[src/rtl/nv_nvdla_cmac_reg_group_ctrl.sv]
// Ping-pong register-group sequencer for CMAC: tracks SW op_en per group and hands
// enabled groups to the MAC datapath in order, with a start gap after each switch.
module nv_nvdla_cmac_reg_group_ctrl #(
    parameter int unsigned START_GAP = 2,
    parameter int unsigned GAP_W     = 4
) (
    input  logic       nvdla_core_clk,
    input  logic       nvdla_core_rstn,
    input  logic       producer,
    input  logic       op_en_trigger,
    input  logic       op_en_wr_data,
    input  logic       dp2reg_done,
    output logic       consumer,
    output logic [1:0] status_0,
    output logic [1:0] status_1,
    output logic       op_en_0,
    output logic       op_en_1,
    output logic       reg2dp_op_en,
    output logic [1:0] done_intr,
    output logic       err_wr_busy
);

    localparam logic [GAP_W-1:0] GAP_LOAD = GAP_W'(START_GAP);
    localparam logic [1:0] ST_IDLE    = 2'd0;
    localparam logic [1:0] ST_RUNNING = 2'd1;
    localparam logic [1:0] ST_PENDING = 2'd2;

    logic [1:0]       r_op_en;
    logic             r_consumer;
    logic [GAP_W-1:0] r_gap_cnt;
    logic [1:0]       r_done_intr;
    logic             r_err_wr_busy;

    logic [1:0]       w_op_en_nxt;
    logic             w_consumer_nxt;
    logic [GAP_W-1:0] w_gap_cnt_nxt;
    logic [1:0]       w_done_intr_nxt;
    logic             w_err_wr_busy_nxt;

    logic             w_run;
    logic             w_done_acc;
    logic             w_wr_one;
    logic             w_wr_set;
    logic             w_wr_err;

    function automatic logic [1:0] f_status(input logic en, input logic is_consumer);
        if (!en) begin
            return ST_IDLE;
        end else if (is_consumer) begin
            return ST_RUNNING;
        end else begin
            return ST_PENDING;
        end
    endfunction

    // Datapath may run only once the gap after a consumer switch has drained.
    assign w_run      = r_op_en[r_consumer] & (r_gap_cnt == '0);
    assign w_done_acc = dp2reg_done & w_run;
    assign w_wr_one   = op_en_trigger & op_en_wr_data;
    assign w_wr_set   = w_wr_one & ~r_op_en[producer];
    assign w_wr_err   = w_wr_one &  r_op_en[producer];

    always_ff @(posedge nvdla_core_clk) begin
        if (!nvdla_core_rstn) begin
            r_op_en       <= 2'b00;
            r_consumer    <= 1'b0;
            r_gap_cnt     <= '0;
            r_done_intr   <= 2'b00;
            r_err_wr_busy <= 1'b0;
        end else begin
            r_op_en       <= w_op_en_nxt;
            r_consumer    <= w_consumer_nxt;
            r_gap_cnt     <= w_gap_cnt_nxt;
            r_done_intr   <= w_done_intr_nxt;
            r_err_wr_busy <= w_err_wr_busy_nxt;
        end
    end

    // An accepted done implies op_en[consumer]=1, so a set can never hit the group being cleared.
    always_comb begin
        w_op_en_nxt       = r_op_en;
        w_consumer_nxt    = r_consumer;
        w_gap_cnt_nxt     = r_gap_cnt;
        w_done_intr_nxt   = 2'b00;
        w_err_wr_busy_nxt = w_wr_err;

        if (r_gap_cnt != '0) begin
            w_gap_cnt_nxt = r_gap_cnt - GAP_W'(1);
        end

        if (w_done_acc) begin
            w_op_en_nxt[r_consumer]     = 1'b0;
            w_done_intr_nxt[r_consumer] = 1'b1;
            w_consumer_nxt              = ~r_consumer;
            w_gap_cnt_nxt               = GAP_LOAD;
        end

        if (w_wr_set) begin
            w_op_en_nxt[producer] = 1'b1;
        end
    end

    always_comb begin
        consumer     = r_consumer;
        op_en_0      = r_op_en[0];
        op_en_1      = r_op_en[1];
        status_0     = f_status(r_op_en[0], r_consumer == 1'b0);
        status_1     = f_status(r_op_en[1], r_consumer == 1'b1);
        reg2dp_op_en = w_run;
        done_intr    = r_done_intr;
        err_wr_busy  = r_err_wr_busy;
    end

endmodule
[config.mk]
export PLATFORM = sky130hd
export DESIGN_NAME = nv_nvdla_cmac_reg_group_ctrl
export DESIGN_NICKNAME = d
export VERILOG_FILES = /design/src/rtl/nv_nvdla_cmac_reg_group_ctrl.sv
export SDC_FILE = /design/constraint.sdc
export NUM_CORES = 1
export LEC_CHECK = 0
export CAP_MARGIN = 5
export CELL_PAD_IN_SITES_DETAIL_PLACEMENT = 1
export CELL_PAD_IN_SITES_GLOBAL_PLACEMENT = 2
export CORE_MARGIN = 10
export CORE_UTILIZATION = 26
export CTS_BUF_LIST = sky130_fd_sc_hd__clkbuf_4 sky130_fd_sc_hd__clkbuf_8
export CTS_CLUSTER_DIAMETER = 80
export DETAILED_ROUTE_END_ITERATION = 12
export PLACE_DENSITY_LB_ADDON = 0.1
export SYNTH_ARGS = -nofsm -noshare
export SYNTH_HDL_FRONTEND = slang
export SYNTH_SLANG_ARGS = --single-unit
[constraint.sdc]
create_clock -name nvdla_core_clk -period 2.74 [get_ports nvdla_core_clk]
set_clock_uncertainty 0.2 [all_clocks]
set_input_delay 0.274 -clock nvdla_core_clk [delete_from_list [all_inputs] [get_ports nvdla_core_clk]]
set_output_delay 0.274 -clock nvdla_core_clk [all_outputs]
set_load 0.05 [all_outputs]
==> results of run 1 <==
-- per-layer routing --
| layer | global-route usage | up-vias | wire [um] | part of all wire |
|---|---|---|---|---|
| met4 | 0.00962 | 0 | 0 | 0 |
| met1 | 0.0725 | 186 | 477 | 0.41 |
| met5 | 0 | - | 0 | 0 |
| li1 | - | 203 | - | - |
| met2 | 0.118 | 12 | 564 | 0.49 |
| met3 | 0.0466 | 0 | 116 | 0.10 |
-- cells in the final DEF, fill, tap and decap left out, types with 2 or more instances in the layout --
cell / instances
sky130_fd_sc_hd__a31oi_1: 2
sky130_fd_sc_hd__clkbuf_4: 3
sky130_fd_sc_hd__clkdlybuf4s50_1: 16
sky130_fd_sc_hd__dfxtp_1: 10
sky130_fd_sc_hd__inv_1: 3
sky130_fd_sc_hd__nand2_1: 5
sky130_fd_sc_hd__nand3_1: 2
sky130_fd_sc_hd__nor2_1: 4
sky130_fd_sc_hd__nor3_1: 3
sky130_fd_sc_hd__o21ai_0: 2
-- flip-flops by register name (all words and copies together) (netlist names) --
name	count
consumer	1
r_gap_cnt	4
err_wr_busy	1
r_op_en	2
done_intr	2
-- logic make-up (layout without fill, tap and decap cells) --
group | Yosys count | after routing | synth area share
muxes | 2 | 2 | 0.0507
AOI/OAI and AO/OA | 9 | 9 | 0.155
DFF | 10 | 10 | 0.478
buffers and inverters | 3 | 22 | 0.0269
and+or+nand+nor | 21 | 21 | 0.290
-- tightest hold or removal path: stages (launching register included) --
cell and delay (ns):
sky130_fd_sc_hd__dfxtp_1 0.37, sky130_fd_sc_hd__nand2_1 0.08, sky130_fd_sc_hd__o22ai_1 0.06
-- report_power, final --
group | leakage, nW | total [mW] | internal [mW] | switching, mW
Combinational | 0.154 | 0.0528 | 0.0216 | 0.0312
Sequential | 0.0810 | 0.153 | 0.149 | 0.00456
Clock | 0.0138 | 0.0959 | 0.0505 | 0.0454
-- per-stage QoR --
step / power, mW / hold slack, ns / instances / utilization
after floorplan: 0.186 / 0.184 / 45 / -
after global placement: 0.210 / 0.328 / 77 / 0.393
after detailed placement: 0.210 / 0.349 / 77 / 0.393
after CTS: 0.309 / 0.360 / 80 / 0.408
after global routing: 0.318 / 0.386 / 80 / 0.408
final: 0.302 / 0.356 / 80 / 0.408
-- final timing paths --
kind / cells after the start / slack, ns / from / to
worst max register to register: 3 / 1.32 / r_gap_cnt[0]$_SDFFE_PP0P_ / r_op_en[0]$_SDFF_PN0_
worst max-delay path: 3 / 0.23 / r_gap_cnt[0]$_SDFFE_PP0P_ / reg2dp_op_en
worst min-delay path: 2 / 0.36 / consumer$_SDFFE_PN0P_ / consumer$_SDFFE_PN0P_
worst min register to register: 2 / 0.36 / consumer$_SDFFE_PN0P_ / consumer$_SDFFE_PN0P_
-- cell type report --
type / count / area (um^2)
Fill cell: 181 / 902
Multi-Input combinational cell: 32 / 208
Sequential cell: 10 / 200
Timing Repair Buffer: 16 / 160
Clock buffer: 3 / 22.5
Tap cell: 16 / 20.0
Inverter: 3 / 11.3
==> reports/summary.json, run 1 <==
{
  "setup.worst_path.start_class": "flop",
  "grt_first_pass_wirelength_um": 1910,
  "clk_pin_slew_worst_paths_ns": 0.06,
  "post_cts.repair.setup_buffers": 0,
  "netlist_area_um2": 419,
  "ctsResizeCount": 0,
  "antenna_left": 0,
  "cp.arrival_ns": 2.03,
  "grt_pass1_vias": 411,
  "setup_slack_ns": 0.235,
  "syn_to_final_growth_pct": 48.4,
  "max_h_tree_level": 1,
  "synth_edf_count": 0,
  "grt_max_degree": 8,
  "timing.critical_path.to_type": "primary output",
  "timing.setup.critical_path_class": "flop to primary output",
  "maxCapViolCount": 0,
  "timing_worst_slew_pin_value_ns": 0.504,
  "globalRoute.totalOverflow": 0,
  "fp.coreArea_um2": 1520,
  "avgSynthCellArea_um2": 9.31,
  "timing.final.crit_period_ns": 2.51,
  "finalHoldViolCount": 0,
  "synth.top_cell.area_share": 0.478,
  "top_level_ports": 17,
  "mappedNetlistNets": 51,
  "placementRows": 14,
  "crit_path_buf_inv_count": 1,
  "maxSlewViolCount": 0,
  "detailroute.via_count": 401,
  "die_area_um2": 3620,
  "power_density_nw_per_um2": 485,
  "wirelength_um": 1160,
  "die_width_um": 60.2,
  "synth_area_leader_cell": "sky130_fd_sc_hd__dfxtp_1",
  "synth_most_common_cell": "sky130_fd_sc_hd__dfxtp_1",
  "die_y_um": 60.2,
  "dominantRegCellSynth": "sky130_fd_sc_hd__dfxtp_1",
  "synth.top_cells.by_count": "sky130_fd_sc_hd__dfxtp_1 (10), sky130_fd_sc_hd__nand2_1 (5), sky130_fd_sc_hd__nor2_1 (4)",
  "first_iter_violations": 1,
  "clkLatencyLatePin_ns": 0.26,
  "syn-instance-count": 45,
  "place_congestion": 0.788,
  "synth.lib_cells_used.distinct": 22,
  "timing.critical_path.cells": "nor4_4 -> and2_2 -> clkdlybuf4s50_1",
  "cell_chosen_for_the_clock_root": "sky130_fd_sc_hd__clkbuf_4",
  "synth.top_cells.by_area": "sky130_fd_sc_hd__dfxtp_1 (48%), sky130_fd_sc_hd__nor4_4 (5.1%), sky130_fd_sc_hd__nand2_1 (4.5%)",
  "ys_async_sr_fraction": 0,
  "place_worst_setup_slack_ns": 0.491,
  "timing.critical_path.max_delay_family": "buffers and inverters",
  "hp-class": "flop to flop",
  "synth_seq_cells": 10,
  "total_leakage_power_nw": 0.249,
  "drc_errors": 0,
  "cp.required_ns": 2.27,
  "share_of_cells_above_drive_strength_1": 0.125,
  "port_buffers": 16,
  "post-route-cell-area_um2": 622,
  "average_wire_per_cell_in_the_routed_design_um": 14.5,
  "detailed_place_hpwl_um": 920,
  "clock-sinks": 10,
  "irDropWorstVdd_v": 0.000204,
  "worst-path-max-fanout": 6,
  "final.period_utilization": 0.914,
  "layout.nets": 72,
  "cts.path.max_buffers": 2,
  "detailed_router_iteration_count_before_antenna_repair": 2,
  "setup_violations": 0,
  "number_of_antenna_violations_at_the_first_check_in_global_routing": 0,
  "global_route_usage_over_all_layers": 0.0701,
  "grt_setup_unrepaired": "false",
  "critical-path-slowest-cell": "sky130_fd_sc_hd__clkdlybuf4s50_1",
  "cts_buffers": 3,
  "crit_path_max_incr_delay_ns": 0.79,
  "timing.fmax_mhz": 399,
  "dpl_cell_area_um2": 599,
  "initial_core_util": 0.275,
  "diodes": 0,
  "run_status": "complete, no violations",
  "synth_seq_area_share": 0.478,
  "final.setup.tns_ns": 0,
  "drt-vias-per-instance": 5.01,
  "hold_buffers": 0,
  "timing.max_slew.rel_slack": 0.663,
  "cts_tree": "done",
  "synth_warnings": 0
}
(Power assumes the default switching activity.)
==> run 2, diff against run 1 <==
Settings changed: ABC_AREA set to 1, CORE_UTILIZATION 26 to 25.
==> run 2 against run 1 <==
  * First-iteration DRC count up 100%
  * Die area up 8.2%
  * Flip-flop and latch count unchanged
  * Wire length up 7.4%
  * Sequential power about the same
  * Largest cell class unchanged
  * Largest power group unchanged
  * Highest routed layer is now met4
==> reports/summary.json, run 2 <==
{
  "die_y": {"value": 62.6, "unit": "um", "change": "+4.0%"},
  "port_buffers": {"value": 16, "change": "unchanged"},
  "netlist_area": {"value": 453, "unit": "um^2", "change": "+8.1%"},
  "synth.lib_cells_used.distinct": {"value": 17, "change": "-23%"},
  "die_area": {"value": 3910, "unit": "um^2", "change": "+8.2%"},
  "wirelength": {"value": 1240, "unit": "um", "change": "+7.4%"},
  "layout.filler_cells": {"value": 224, "change": "+24%"},
  "final.setup.tns": {"value": 0, "unit": "ns", "change": "unchanged"},
  "holdWs": {"value": 0.263, "unit": "ns", "change": "-0.0934 ns"},
  "timing.fmax": {"value": 419, "unit": "MHz", "change": "+4.9%"},
  "post-route-cell-area": {"value": 667, "unit": "um^2", "change": "+7.2%"},
  "synth_area_leader_cell": "sky130_fd_sc_hd__dfxtp_1",
  "timing_worst_slew_pin_value": {"value": 0.530, "unit": "ns", "change": "+0.0251 ns"},
  "dpl_cell_area": {"value": 644, "unit": "um^2", "change": "+7.5%"},
  "place_congestion": {"value": 0.667, "change": "-15%"},
  "rr_endpoint": "r_op_en[0]$_SDFF_PN0_",
  "utilization": {"value": 0.386, "change": "-0.0218"},
  "layout.nets": {"value": 84, "change": "+17%"},
  "finalHoldViolCount": {"value": 0, "change": "unchanged"},
  "cell_chosen_for_the_clock_root": "sky130_fd_sc_hd__clkbuf_4",
  "timing.reg2reg.worst_path_depth": {"value": 5, "change": "+2"},
  "synth_warnings": {"value": 0, "change": "unchanged"},
  "share_of_cells_above_drive_strength_1": {"value": 0.211, "change": "+0.0855"},
  "largest-register": "r_gap_cnt",
  "global_route_usage_over_all_layers": {"value": 0.0669, "change": "-0.00317"},
  "hp-class": "flop to flop",
  "synth.top_cells.by_count": "sky130_fd_sc_hd__inv_1 (11), sky130_fd_sc_hd__nand2_1 (11), sky130_fd_sc_hd__dfxtp_1 (10)",
  "clock-sinks": {"value": 10, "change": "unchanged"},
  "number_of_antenna_violations_at_the_first_check_in_global_routing": {"value": 0, "change": "unchanged"},
  "cts.path.max_buffers": {"value": 2, "change": "unchanged"},
  "initial_core_util": {"value": 0.262, "change": "-0.0127"},
  "number_of_flip_flops_in_the_largest_register": {"value": 4, "change": "unchanged"},
  "grt_first_pass_wirelength": {"value": 2080, "unit": "um", "change": "+8.6%"},
  "irDropWorstVdd": {"value": 0.000293, "unit": "V", "change": "+44%"},
  "detailed_place_hpwl": {"value": 1030, "unit": "um", "change": "+12%"},
  "ys_async_sr_fraction": {"value": 0, "change": "unchanged"},
  "average_wire_per_cell_in_the_routed_design": {"value": 12.3, "unit": "um", "change": "-15%"},
  "cts_tree": "done",
  "drt-vias-per-instance": {"value": 4.17, "change": "-17%"},
  "dominantRegCellSynth": "sky130_fd_sc_hd__dfxtp_1",
  "critPathCapture": "reg2dp_op_en",
  "max_h_tree_level": {"value": 1, "change": "unchanged"},
  "clkLatencyLatePin": {"value": 0.26, "unit": "ns", "change": "about the same"},
  "timing.critical_path.to_type": "primary output",
  "timing.setup.critical_path_class": "flop to primary output",
  "timing.final.crit_period": {"value": 2.39, "unit": "ns", "change": "-0.118 ns"},
  "cp-startpoint": "consumer$_SDFFE_PN0P_",
  "cts_buffers": {"value": 3, "change": "unchanged"},
  "worstReg2RegStart": "consumer$_SDFFE_PN0P_",
  "drc_errors": {"value": 0, "change": "unchanged"},
  "ctsResizeCount": {"value": 0, "change": "unchanged"},
  "total_power": {"value": 0.313, "unit": "mW", "change": "+3.8%"},
  "top_level_ports": {"value": 17, "change": "unchanged"},
  "layout.cells.most_common_list": "sky130_fd_sc_hd__clkdlybuf4s50_1 (16), sky130_fd_sc_hd__nand2_1 (11), sky130_fd_sc_hd__inv_1 (11)",
  "synth.top_cells.by_area": "sky130_fd_sc_hd__dfxtp_1 (44%), sky130_fd_sc_hd__inv_1 (9.1%), sky130_fd_sc_hd__nand2_1 (9.1%)",
  "run_status": "complete, no violations",
  "synth_seq_area_share": {"value": 0.442, "change": "-0.0356"},
  "syn_to_final_growth_pct": 47.2,
  "fp.coreArea": {"value": 1730, "unit": "um^2", "change": "+13%"},
  "maxSlewViolCount": {"value": 0, "change": "unchanged"},
  "clk_pin_slew_worst_paths": {"value": 0.06, "unit": "ns", "change": "about the same"},
  "grt_max_degree": {"value": 8, "change": "unchanged"},
  "total_leakage_power": {"value": 0.266, "unit": "nW", "change": "+7.1%"},
  "detailed_router_iteration_count_before_antenna_repair": {"value": 3, "change": "+1"},
  "mappedNetlistNets": {"value": 63, "change": "+24%"},
  "die_width": {"value": 62.6, "unit": "um", "change": "+4.0%"},
  "cp.required": {"value": 2.27, "unit": "ns", "change": "about the same"},
  "setup_violations": {"value": 0, "change": "unchanged"},
  "placementRows": {"value": 15, "change": "+1"},
  "post_cts.repair.setup_buffers": {"value": 0, "change": "unchanged"},
  "timing.reg2reg.setup_slack": {"value": 1.40, "unit": "ns", "change": "+0.08 ns"},
  "grt_setup_unrepaired": "false",
  "hold_buffers": {"value": 0, "change": "unchanged"},
  "commonest_non_fill_non_tap_cell_in_the_layout": "sky130_fd_sc_hd__clkdlybuf4s50_1",
  "cp.arrival": {"value": 1.91, "unit": "ns", "change": "-0.12 ns"},
  "synth.top_cell.area_share": {"value": 0.442, "change": "-0.0356"},
  "globalRoute.totalOverflow": {"value": 0, "change": "unchanged"},
  "final.period_utilization": {"value": 0.871, "change": "-0.0431"},
  "detailroute.via_count": {"value": 421, "change": "+5.0%"},
  "syn-instance-count": {"value": 57, "change": "+27%"},
  "synth_seq_cells": {"value": 10, "change": "unchanged"},
  "avgSynthCellArea": {"value": 7.95, "unit": "um^2", "change": "-15%"},
  "worst-path-max-fanout": {"value": 7, "change": "+1"},
  "power_density": {"value": 470, "unit": "nW/um^2", "change": "-3.2%"},
  "maxCapViolCount": {"value": 0, "change": "unchanged"},
  "grt_pass1_vias": {"value": 427, "change": "+3.9%"},
  "setup.worst_path.start_class": "flop",
  "timing.max_slew.rel_slack": {"value": 0.646, "change": "-0.0168"},
  "worst_hold_path_cell_count": {"value": 1, "change": "-1"},
  "first_iter_violations": {"value": 2, "change": "+1"},
  "antenna_left": {"value": 0, "change": "unchanged"},
  "synth_edf_count": {"value": 0, "change": "unchanged"},
  "diodes": {"value": 0, "change": "unchanged"}
}
run 2: changes by cell type in the layout (fill, tap and decap cells not counted), moves of 3 or more:
| cell | before | now |
|---|---|---|
| sky130_fd_sc_hd__nor2_1 | 4 | 7 |
| sky130_fd_sc_hd__nand2_2 | 0 | 3 |
| sky130_fd_sc_hd__inv_1 | 3 | 11 |
| sky130_fd_sc_hd__nand2_1 | 5 | 11 |
| sky130_fd_sc_hd__nor3_1 | 3 | 0 |
run 2: critical path, cell delays in order (launching register included):
cell and delay (ns):
sky130_fd_sc_hd__dfxtp_1 0.46, sky130_fd_sc_hd__nand2_1 0.12, sky130_fd_sc_hd__nand2_2 0.13, sky130_fd_sc_hd__and2_2 0.14, sky130_fd_sc_hd__clkdlybuf4s50_1 0.79
run 2: routing by layer:
| metal | wire [um] | global-route usage |
|---|---|---|
| met1 | 571 | 0.0703 |
| met2 | 571 | 0.105 |
| met3 | 92 | 0.0484 |
| met4 | 8 | 0.0168 |
| met5 | 0 | 0 |
run 2: logic make-up (layout without fill, tap and decap cells):
| family | after synthesis | in the layout | share of synthesized area |
|---|---|---|---|
| simple gates | 29 | 29 | 0.351 |
| buf+inv | 12 | 31 | 0.0994 |
| flops | 10 | 10 | 0.442 |
| compound gates | 6 | 6 | 0.108 |
run 2: power breakdown:
group	switching [mW]	total, mW	internal, mW
logic	0.0390	0.0612	0.0222
registers	0.00384	0.153	0.149
clock network	0.0486	0.0993	0.0507
total	0.0914	0.313	0.222
run 2: cell type report:
| class | instances | area, um^2 | share of cell area |
|---|---|---|---|
| Clock buffer | 3 | 22.5 | 0.0338 |
| Inverter | 12 | 45.0 | 0.0675 |
| Multi-Input combinational cell | 35 | 208 | 0.311 |
| Sequential cell | 10 | 200 | 0.300 |
| Tap cell | 25 | 31.3 | 0.0469 |
| Timing Repair Buffer | 16 | 160 | 0.240 |
run 2: per-stage QoR:
stage | cells | setup slack (ns)
after floorplan | 57 | 0.786
after global placement | 98 | 0.628
after detailed placement | 98 | 0.634
after global routing | 101 | 0.250
final | 101 | 0.353
after CTS | 101 | 0.342
run 2: worst min-delay path by stage:
stage,end,slack [ns],from
after floorplan,err_wr_busy$_SDFF_PN0_,0.17,producer
after global placement,r_gap_cnt[0]$_SDFFE_PP0P_,0.24,r_gap_cnt[0]$_SDFFE_PP0P_
after detailed placement,r_gap_cnt[0]$_SDFFE_PP0P_,0.26,r_gap_cnt[0]$_SDFFE_PP0P_
after CTS,r_gap_cnt[0]$_SDFFE_PP0P_,0.27,r_gap_cnt[0]$_SDFFE_PP0P_
after global routing,r_gap_cnt[0]$_SDFFE_PP0P_,0.29,r_gap_cnt[0]$_SDFFE_PP0P_
final,r_gap_cnt[0]$_SDFFE_PP0P_,0.26,r_gap_cnt[0]$_SDFFE_PP0P_
